File: src/rtl/riscv_v_pkg.sv
// Shared vector-unit types and constants.
// Holds the permutation controller op kinds, FSM states and request bundles.
package riscv_v_pkg;

   localparam int RISCV_DATA_WIDTH = 32;
   localparam int RISCV_V_VLEN     = 128;
   localparam int BYTE_WIDTH       = 8;
   localparam int RISCV_XREG_W     = 5;
   localparam int RISCV_VREG_W     = 5;

   typedef enum logic {
      PERM_I2V,
      PERM_V2I
   } riscv_v_perm_kind_e;

   typedef enum logic [1:0] {
      PERM_IDLE,
      PERM_EXEC,
      PERM_WB
   } riscv_v_perm_state_e;

   typedef struct packed {
      logic [RISCV_DATA_WIDTH-1:0] data;
      logic [RISCV_VREG_W-1:0]     vd;
   } riscv_v_perm_i2v_req_t;

   typedef struct packed {
      logic [RISCV_V_VLEN-1:0] data;
      logic [RISCV_XREG_W-1:0] rd;
   } riscv_v_perm_v2i_req_t;

endpackage

File: src/rtl/riscv_v_rr_arb2.sv
// Two-way round-robin arbiter; the pointer remembers the last winner
// and moves only when a grant is actually taken (en_i high).
module riscv_v_rr_arb2 (
   input  logic       clk,
   input  logic       rst,
   input  logic [1:0] req_i,
   input  logic       en_i,
   output logic [1:0] gnt_o
);

   logic last_q;
   logic last_d;

   always_comb begin
      gnt_o = 2'b00;
      if (en_i) begin
         gnt_o[0] = req_i[0] & (~req_i[1] | last_q);
         gnt_o[1] = req_i[1] & (~req_i[0] | ~last_q);
      end
      last_d = last_q;
      if (|gnt_o) begin
         last_d = gnt_o[1];
      end
   end

   // Reset as if requester 1 won last, so requester 0 goes first.
   always_ff @(posedge clk) begin
      if (rst) begin
         last_q <= 1'b1;
      end else begin
         last_q <= last_d;
      end
   end

endmodule

File: src/rtl/riscv_v_permutation_ctrl.sv
// Sequencer for vmv.s.x / vmv.x.s through the permutation ALU.
// One op in flight: IDLE -> EXEC -> WB, with WB->EXEC chaining.
module riscv_v_permutation_ctrl
   import riscv_v_pkg::*;
#(
   parameter int DATA_W = RISCV_DATA_WIDTH,
   parameter int VLEN   = RISCV_V_VLEN,
   parameter int XREG_W = 5,
   parameter int VREG_W = 5
) (
   input  logic                       clk,
   input  logic                       rst,
   input  logic                       i2v_req_valid,
   output logic                       i2v_req_ready,
   input  logic [DATA_W-1:0]          i2v_req_data,
   input  logic [VREG_W-1:0]          i2v_req_vd,
   input  logic                       v2i_req_valid,
   output logic                       v2i_req_ready,
   input  logic [VLEN-1:0]            v2i_req_data,
   input  logic [XREG_W-1:0]          v2i_req_rd,
   output logic                       alu_is_i2v,
   output logic                       alu_is_v2i,
   output logic [DATA_W-1:0]          alu_int_in,
   output logic [VLEN-1:0]            alu_vec_in,
   input  logic [DATA_W-1:0]          alu_int_out,
   input  logic [VLEN-1:0]            alu_vec_out_data,
   input  logic [VLEN/BYTE_WIDTH-1:0] alu_vec_out_valid,
   output logic                       xwb_valid,
   input  logic                       xwb_ready,
   output logic [XREG_W-1:0]          xwb_rd,
   output logic [DATA_W-1:0]          xwb_data,
   output logic                       vwb_valid,
   input  logic                       vwb_ready,
   output logic [VREG_W-1:0]          vwb_vd,
   output logic [VLEN-1:0]            vwb_data,
   output logic [VLEN/BYTE_WIDTH-1:0] vwb_be,
   input  logic                       flush,
   output logic                       busy
);

   localparam int BE_W = VLEN / BYTE_WIDTH;

   riscv_v_perm_state_e state_q;
   riscv_v_perm_kind_e  kind_q;
   riscv_v_perm_kind_e  kind_d;

   logic [DATA_W-1:0] int_op_q, int_op_d;
   logic [VLEN-1:0]   vec_op_q, vec_op_d;
   logic [VREG_W-1:0] vd_q, vd_d;
   logic [XREG_W-1:0] rd_q, rd_d;
   logic              is_i2v_q, is_v2i_q;

   logic              xwb_valid_q;
   logic [XREG_W-1:0] xwb_rd_q;
   logic [DATA_W-1:0] xwb_data_q;
   logic              vwb_valid_q;
   logic [VREG_W-1:0] vwb_vd_q;
   logic [VLEN-1:0]   vwb_data_q;
   logic [BE_W-1:0]   vwb_be_q;

   logic       wb_ready;
   logic       wb_done;
   logic       accept_win;
   logic       accept;
   logic [1:0] gnt;

   // Handshake terms never look at data, only state, valids and readys.
   always_comb begin
      wb_ready   = (kind_q == PERM_V2I) ? xwb_ready : vwb_ready;
      wb_done    = (state_q == PERM_WB) & wb_ready & ~flush;
      accept_win = ~rst & ((state_q == PERM_IDLE) | wb_done);
   end

   riscv_v_rr_arb2 u_arb (
      .clk   (clk),
      .rst   (rst),
      .req_i ({v2i_req_valid, i2v_req_valid}),
      .en_i  (accept_win),
      .gnt_o (gnt)
   );

   assign i2v_req_ready = gnt[0];
   assign v2i_req_ready = gnt[1];
   assign accept        = |gnt;

   always_comb begin
      kind_d   = gnt[1] ? PERM_V2I : PERM_I2V;
      int_op_d = gnt[0] ? i2v_req_data : '0;
      vec_op_d = gnt[1] ? v2i_req_data : '0;
      vd_d     = gnt[0] ? i2v_req_vd : '0;
      rd_d     = gnt[1] ? v2i_req_rd : '0;
   end

   always_ff @(posedge clk) begin
      if (rst) begin
         state_q     <= PERM_IDLE;
         kind_q      <= PERM_I2V;
         int_op_q    <= '0;
         vec_op_q    <= '0;
         vd_q        <= '0;
         rd_q        <= '0;
         is_i2v_q    <= 1'b0;
         is_v2i_q    <= 1'b0;
         xwb_valid_q <= 1'b0;
         xwb_rd_q    <= '0;
         xwb_data_q  <= '0;
         vwb_valid_q <= 1'b0;
         vwb_vd_q    <= '0;
         vwb_data_q  <= '0;
         vwb_be_q    <= '0;
      end else begin
         is_i2v_q <= 1'b0;
         is_v2i_q <= 1'b0;
         if (accept) begin
            kind_q   <= kind_d;
            int_op_q <= int_op_d;
            vec_op_q <= vec_op_d;
            vd_q     <= vd_d;
            rd_q     <= rd_d;
            is_i2v_q <= gnt[0];
            is_v2i_q <= gnt[1];
         end
         unique case (state_q)
            PERM_IDLE: begin
               if (accept) begin
                  state_q <= PERM_EXEC;
               end
            end
            PERM_EXEC: begin
               if (flush) begin
                  state_q <= PERM_IDLE;
               end else begin
                  state_q <= PERM_WB;
                  if (kind_q == PERM_V2I) begin
                     xwb_valid_q <= 1'b1;
                     xwb_rd_q    <= rd_q;
                     xwb_data_q  <= alu_int_out;
                  end else begin
                     vwb_valid_q <= 1'b1;
                     vwb_vd_q    <= vd_q;
                     vwb_data_q  <= alu_vec_out_data;
                     vwb_be_q    <= alu_vec_out_valid;
                  end
               end
            end
            PERM_WB: begin
               // Leaving WB either way empties both ports back to zero.
               if (flush | wb_done) begin
                  xwb_valid_q <= 1'b0;
                  xwb_rd_q    <= '0;
                  xwb_data_q  <= '0;
                  vwb_valid_q <= 1'b0;
                  vwb_vd_q    <= '0;
                  vwb_data_q  <= '0;
                  vwb_be_q    <= '0;
                  state_q     <= accept ? PERM_EXEC : PERM_IDLE;
               end
            end
            default: begin
               state_q <= PERM_IDLE;
            end
         endcase
      end
   end

   assign alu_is_i2v = is_i2v_q;
   assign alu_is_v2i = is_v2i_q;
   assign alu_int_in = (state_q == PERM_EXEC) ? int_op_q : '0;
   assign alu_vec_in = (state_q == PERM_EXEC) ? vec_op_q : '0;

   assign xwb_valid = xwb_valid_q;
   assign xwb_rd    = xwb_rd_q;
   assign xwb_data  = xwb_data_q;
   assign vwb_valid = vwb_valid_q;
   assign vwb_vd    = vwb_vd_q;
   assign vwb_data  = vwb_data_q;
   assign vwb_be    = vwb_be_q;
   assign busy      = (state_q != PERM_IDLE);

endmodule

File: config.mk
export PLATFORM = sky130hd
export DESIGN_NAME = riscv_v_permutation_ctrl
export DESIGN_NICKNAME = d
export VERILOG_FILES = /design/src/rtl/riscv_v_pkg.sv /design/src/rtl/riscv_v_rr_arb2.sv /design/src/rtl/riscv_v_permutation_ctrl.sv
export SDC_FILE = /design/constraint.sdc
export NUM_CORES = 1
export LEC_CHECK = 0
export ABC_AREA = 1
export CAP_MARGIN = 20
export CORE_AREA = 2 2 278 280
export CTS_CLUSTER_DIAMETER = 200
export CTS_CLUSTER_SIZE = 25
export DETAILED_ROUTE_END_ITERATION = 12
export DIE_AREA = 0 0 280 282
export PLACE_DENSITY = 0.46
export SYNTH_ARGS = -nofsm -noshare
export SYNTH_HDL_FRONTEND = slang
export SYNTH_SLANG_ARGS = --single-unit
File: constraint.sdc
create_clock -name clk -period 1.63 [get_ports clk]
set_input_delay 0.2445 -clock clk [delete_from_list [all_inputs] [get_ports clk]]
set_output_delay 0.2445 -clock clk [all_outputs]
set_load 0.02 [all_outputs]
Word-level counts from Yosys, hierarchy flattened --
Cells that the tools add are included.
Cells by class: add/subtract/negate cells 0, multipliers 0, divide/modulo/power cells 0, $lt $le $gt $ge 0, equal/unequal tests 7, shift-type cells 0, muxes and demuxes 40, bitwise logic cells 15, reductions and logical operators 8
Operators by type and width (number):
- 2-to-1 mux 128 bit | 5
- case mux 128 bit (2 select lines) | 1
- 2-to-1 mux 32 bit | 5
- case mux 32 bit (2 select lines) | 1
- 2-to-1 mux 16 bit | 3
- 2-to-1 mux 5 bit | 7
- case mux 16 bit (2 select lines) | 1
- case mux 5 bit (2 select lines) | 2
- 2-to-1 mux 1 bit | 8
- 2-to-1 mux 2 bit | 4
- inequality test 2 bit (second input constant) | 4
- AND reduction 4 bit | 2
- inverter 1 bit | 6
- case mux 2 bit (3 select lines) | 1
- AND 1 bit | 5
- OR 1 bit | 4
- case mux 1 bit (2 select lines) | 2
- nonzero test 2 bit | 2
- OR reduction 2 bit | 2
- equality test 2 x 1 -> 1 bit (second input constant) | 1
- equality test 2 bit (second input constant) | 1
- logical NOT 2 bit | 1
- inequality test 2 x 1 -> 1 bit (second input constant) | 1
- AND reduction 2 bit | 1
Storage, ports and cells: register bits 364, bits in latches 0, RAM bits 0, ROM bits 0, input port bits 353, output and inout port bits 353, memories kept 0

Longest topological paths before layout --
depth in word-level cells 10, gate-level depth with buffers 10

By module --
Synthesis repeated with hierarchy kept, for this count alone.
Unflattened totals: cell total of the unflattened synthesis 1960, area, all modules 14061.0 um^2
Modules (own cells, without submodules):
- riscv_v_permutation_ctrl | times used 1, cells each 1948, area each 13989.7 um^2
- riscv_v_rr_arb2 | times used 1, cells each 12, area each 71.3 um^2

Worst setup path after synthesis --
No wires, ideal clock.
path type register to output, start reg u_arb.last_q, end out v2i_req_ready, arrival time 1306 ps, data required time 1385 ps, slack 80 ps, cell stages (with the launch flop) 7, buffers on the path 2, cell sequence dfxtp_1 -> o21a_2 -> nor2_4 -> buf_2 -> buf_2 -> nand2_1 -> inv_1
On the way: longest elaborated chain between the ends 4
RTL lines:
- start: declaration | RTL line riscv_v_rr_arb2.sv:11 | logic last_q;
- start signal: assignment | RTL line riscv_v_rr_arb2.sv:31 | last_q <= last_d;
- inverter 1 bit | RTL line riscv_v_rr_arb2.sv:18 | gnt_o[1] = req_i[1] & (~req_i[0] | ~last_q);
- OR 1 bit | RTL line riscv_v_rr_arb2.sv:18
- AND 1 bit | RTL line riscv_v_rr_arb2.sv:18
- 2-to-1 mux 2 bit | RTL line riscv_v_rr_arb2.sv:16 | if (en_i) begin
- end: declaration | RTL line riscv_v_permutation_ctrl.sv:18 | output logic v2i_req_ready,
Every way passes these cells.

Worst setup path in the final report --
start reg state_q[1], end out alu_vec_in[21]
On the way: longest elaborated chain between the ends 2
RTL lines:
- start: declaration | RTL line riscv_v_permutation_ctrl.sv:43 | riscv_v_perm_state_e state_q;
- start signal: assignment | RTL line riscv_v_permutation_ctrl.sv:156 | state_q <= accept ? PERM_EXEC : PERM_IDLE;
- equality test 2 x 1 -> 1 bit | RTL line riscv_v_permutation_ctrl.sv:169 | assign alu_vec_in = (state_q == PERM_EXEC) ? vec_op_q : '0;
- 2-to-1 mux 128 bit | RTL line riscv_v_permutation_ctrl.sv:169
- end: declaration | RTL line riscv_v_permutation_ctrl.sv:24 | output logic [VLEN-1:0] alu_vec_in,
Every way passes these cells.

==> qor.csv <==
stage,metric,value,unit
placement,detailed placer's ending HPWL,47.47,mm
floorplanning,initial standard-cell utilization of the core,18.95,%
floorplanning,count of pins on the block boundary,706,
floorplanning,floorplan die area,78960,µm²
synthesis,cell with the most instances after synthesis,nand2_1,
clocking,"Clk Latency, worst-skew pair",0.56,ns
setup_path,worst setup path class,reg -> out,
placement,worst-case setup slack after placement,-0.7107,ns
timing,"Hold Vio Cnt, Final",0,
timing,final critical delay including setup and external delays,2.019,ns
synthesis,number of unique standard cell types used by synthesis,19,
placement,Placed Area,23200,µm²
synthesis,Yosys top cell by area,dfxtp_1,
setup_path,required time reported for the critical path endpoint,1.39,ns
global_routing,pin count of the biggest net entering global routing,192,
synthesis,net count after synthesis,2318,
floorplanning,Placeable Area,75700,µm²
route,detailed-routing iteration count for the pre-antenna-repair pass,7,
timing,final setup skew,0.01936,ns
synthesis,synthesis-stage register bit count,364,
worst_hold_path,class of the tightest hold or removal check,in -> reg,
synthesis,top_reg_cell synth,dfxtp_1,
timing,setup TNS,-132.12,ns
placement,IO buf count,705,
synthesis,Synth area leaders,"dfxtp_1, nand3_1, a21oi_1",
clocking,clock sinks,364,
job,Maximum Capacitance Violations,0,
power_and_ir_drop,Static Leakage,8.450,nW
synthesis,Yosys Warn Count,0,
floorplanning,horizontal extent of the die,280,µm
route,detailed-route via count,15820,
clocking,Root Driver,clkbuf_16,
synthesis,Commonest cells post-synth,"nand2_1, dfxtp_1, nand3_1",
clocking,clock buffers created by TritonCTS,18,
timing,slew of the pin with the lowest slew margin,1.028,ns
synthesis,number of flops mapped to enable cells by yosys,0,
synthesis,area of the mapped netlist,14340,µm²
synthesis,fraction of post-synthesis cell area in the top cell type by area,50.81,%
synthesis,synthesized instance count,1965,
route,Total Routed Length,66.35,mm
run_status,violations in the final reports,setup timing,
global_routing,global-route usage over all layers,15.20,%
setup_path,"critical path fanouts, max",7,
run_status,run status,"complete, but fails checks",
timing,final slew viol count,0,
route,antenna-violating nets left,0,
route,violation count after the first detailed-route iteration,770,
global_routing,Overflow after GRT,0,
timing,final worst-path cycle share,123.9,%
placement,final weighted congestion of routability-driven global placement,0.7783,
clocking,Clock Path Buffers,3,
clocking,clock-pin slew on the worst setup and hold paths,0.11,ns
setup_path,category of the worst setup path launch point,register,
route,average vias per placed instance,4.350,
synthesis,sequential share of the synthesized area,50.81,%
setup_path,crit path capture type,output port,
timing,Max-slew headroom,31.48,%
global_routing,wire length of the first global-routing pass,94.54,mm
global_routing,number of antenna violations at the first check in global routing,9,
setup_path,data arrival time of the critical path,1.77,ns
global_routing,via count of the first global-routing pass,15790,
layout,Finished Cell Area,24900,µm²
power_and_ir_drop,worst voltage drop across the vdd grid,0.5524,mV
synthesis,Mapped Avg Cell Area,7.299,µm²
timing,worst hold slack across all endpoints,0.2193,ns
timing,Max Clk Rate,0.4952,GHz
floorplanning,number of rows in the core area,101,
layout,relative area change from synthesis to final layout,73.58,%
clocking,Clock H-tree levels,1,
power_and_ir_drop,cell area power density,748.7,nW/µm²
timing,# setup viols final,698,
timing,unrepaired setup endpoints after global routing,yes,
clocking,clock tree from TritonCTS,yes,
route,DRC viols,0,
layout,layout cell share with drive strength beyond 1,16.99,%
synthesis,Post-synth ARST share,0,%
floorplanning,die extent in y,282,µm
layout,Filler Cells Inserted,8011,
layout,nets@finish,3008,
timing,setup ws final,-0.3892,ns
route,average wire per cell in the routed design,18.24,µm
==> registers in the layout, summed over array words and instances, names as in the netlist <==
| name | count |
|---|---|
| u_arb.last_q | 1 |
| vwb_vd | 5 |
| kind_q | 1 |
| vwb_data | 128 |
| xwb_valid | 1 |
| xwb_data | 32 |
| xwb_rd | 5 |
| state_q | 2 |
| alu_is_v2i | 1 |
| vec_op_q | 128 |
| int_op_q | 32 |
| alu_is_i2v | 1 |
| rd_q | 5 |
| vd_q | 5 |
| vwb_valid | 1 |
| vwb_be | 16 |
==> kinds of logic (layout without fill, tap and decap cells) <==
logic type             Yosys count  after routing  share of synthesized area, %
AO/OA/AOI/OAI                  362            362                         12.78
buffers and inverters          344           1034                         9.744
flip-flops                     364            364                         50.81
other                            0              5                             0
AND/OR/NAND/NOR                895            895                         26.67
==> metrics by stage <==
step,cells,total power [mW],util [%]
6_report,3638,18.64,32.89
5_1_grt,3635,19.56,32.88
4_1_cts,3611,18.63,31.31
3_5_place_dp,3585,13.19,30.65
3_3_place_gp,3585,13.16,30.65
2_1_floorplan,1965,11.02,-
==> power breakdown <==
part / switching (mW) / internal, mW
clock network: 3.12 / 2.12
registers: 0.175 / 9.21
logic: 2.02 / 1.99
==> final timing paths <==
kind,cells after the start,from,slack (ns),endpoint
setup / recovery,7,state_q[1],-0.39,alu_vec_in[21]
hold / removal,3,rst,0.22,vec_op_q[108]
setup reg to reg,12,state_q[1],-0.28,vwb_data[114]
hold reg to reg,2,vec_op_q[121],0.46,vec_op_q[121]
==> cells in the final DEF (no fill, tap or decap), drive strengths merged <==
master / count
nand3: 360
nand4: 2
clkdlybuf4s15: 5
o21ai: 2
diode: 5
clkdlybuf4s50: 540
dfxtp: 364
nand2: 370
clkbuf: 30
inv: 173
nor2: 163
dlygate4sd3: 2
buf: 283
o21a: 1
a21boi: 1
a21oi: 358
clkinv: 1
==> area by class of cell <==
type / count / area (µm²) / share of cell area (%)
clock buffers: 19 / 475.5 / 1.910
multi-input cells: 1257 / 6280 / 25.22
clock inverters: 1 / 16.27 / 0.06534
repair buffers: 841 / 8932 / 35.88
well taps: 978 / 1224 / 4.915
flip-flops and latches: 364 / 7296 / 29.31
inverters: 173 / 659.4 / 2.649
diodes: 5 / 12.51 / 0.05026
==> critical path, stage by stage, from the launching register on <==
cell	delay [ns]
dfxtp_2	0.35
inv_4	0.08
nand2_8	0.08
buf_12	0.16
buf_16	0.15
buf_8	0.12
nor2_4	0.14
buf_12	0.12
==> per-layer routing <==
metal	vias up	track usage, %	routed length, µm
met3	88	5.212	5952
met2	558	26.29	31970
met1	7473	17.30	26260
met5	-	0	55
li1	7697	-	-
met4	8	5.526	2107
==> repair_timing <==
action / CTS / global route
endpoints found under the setup margin: 706 / 709
cloned: 0 / 13
hold buffers: 2 / 0
pin swaps: 5 / 6
endpoints found under the hold margin: 2 / 0
gates resized for setup: 751 / 275
buffers inserted: 4 / 11
Note: power is estimated with default switching activity, not from simulation.
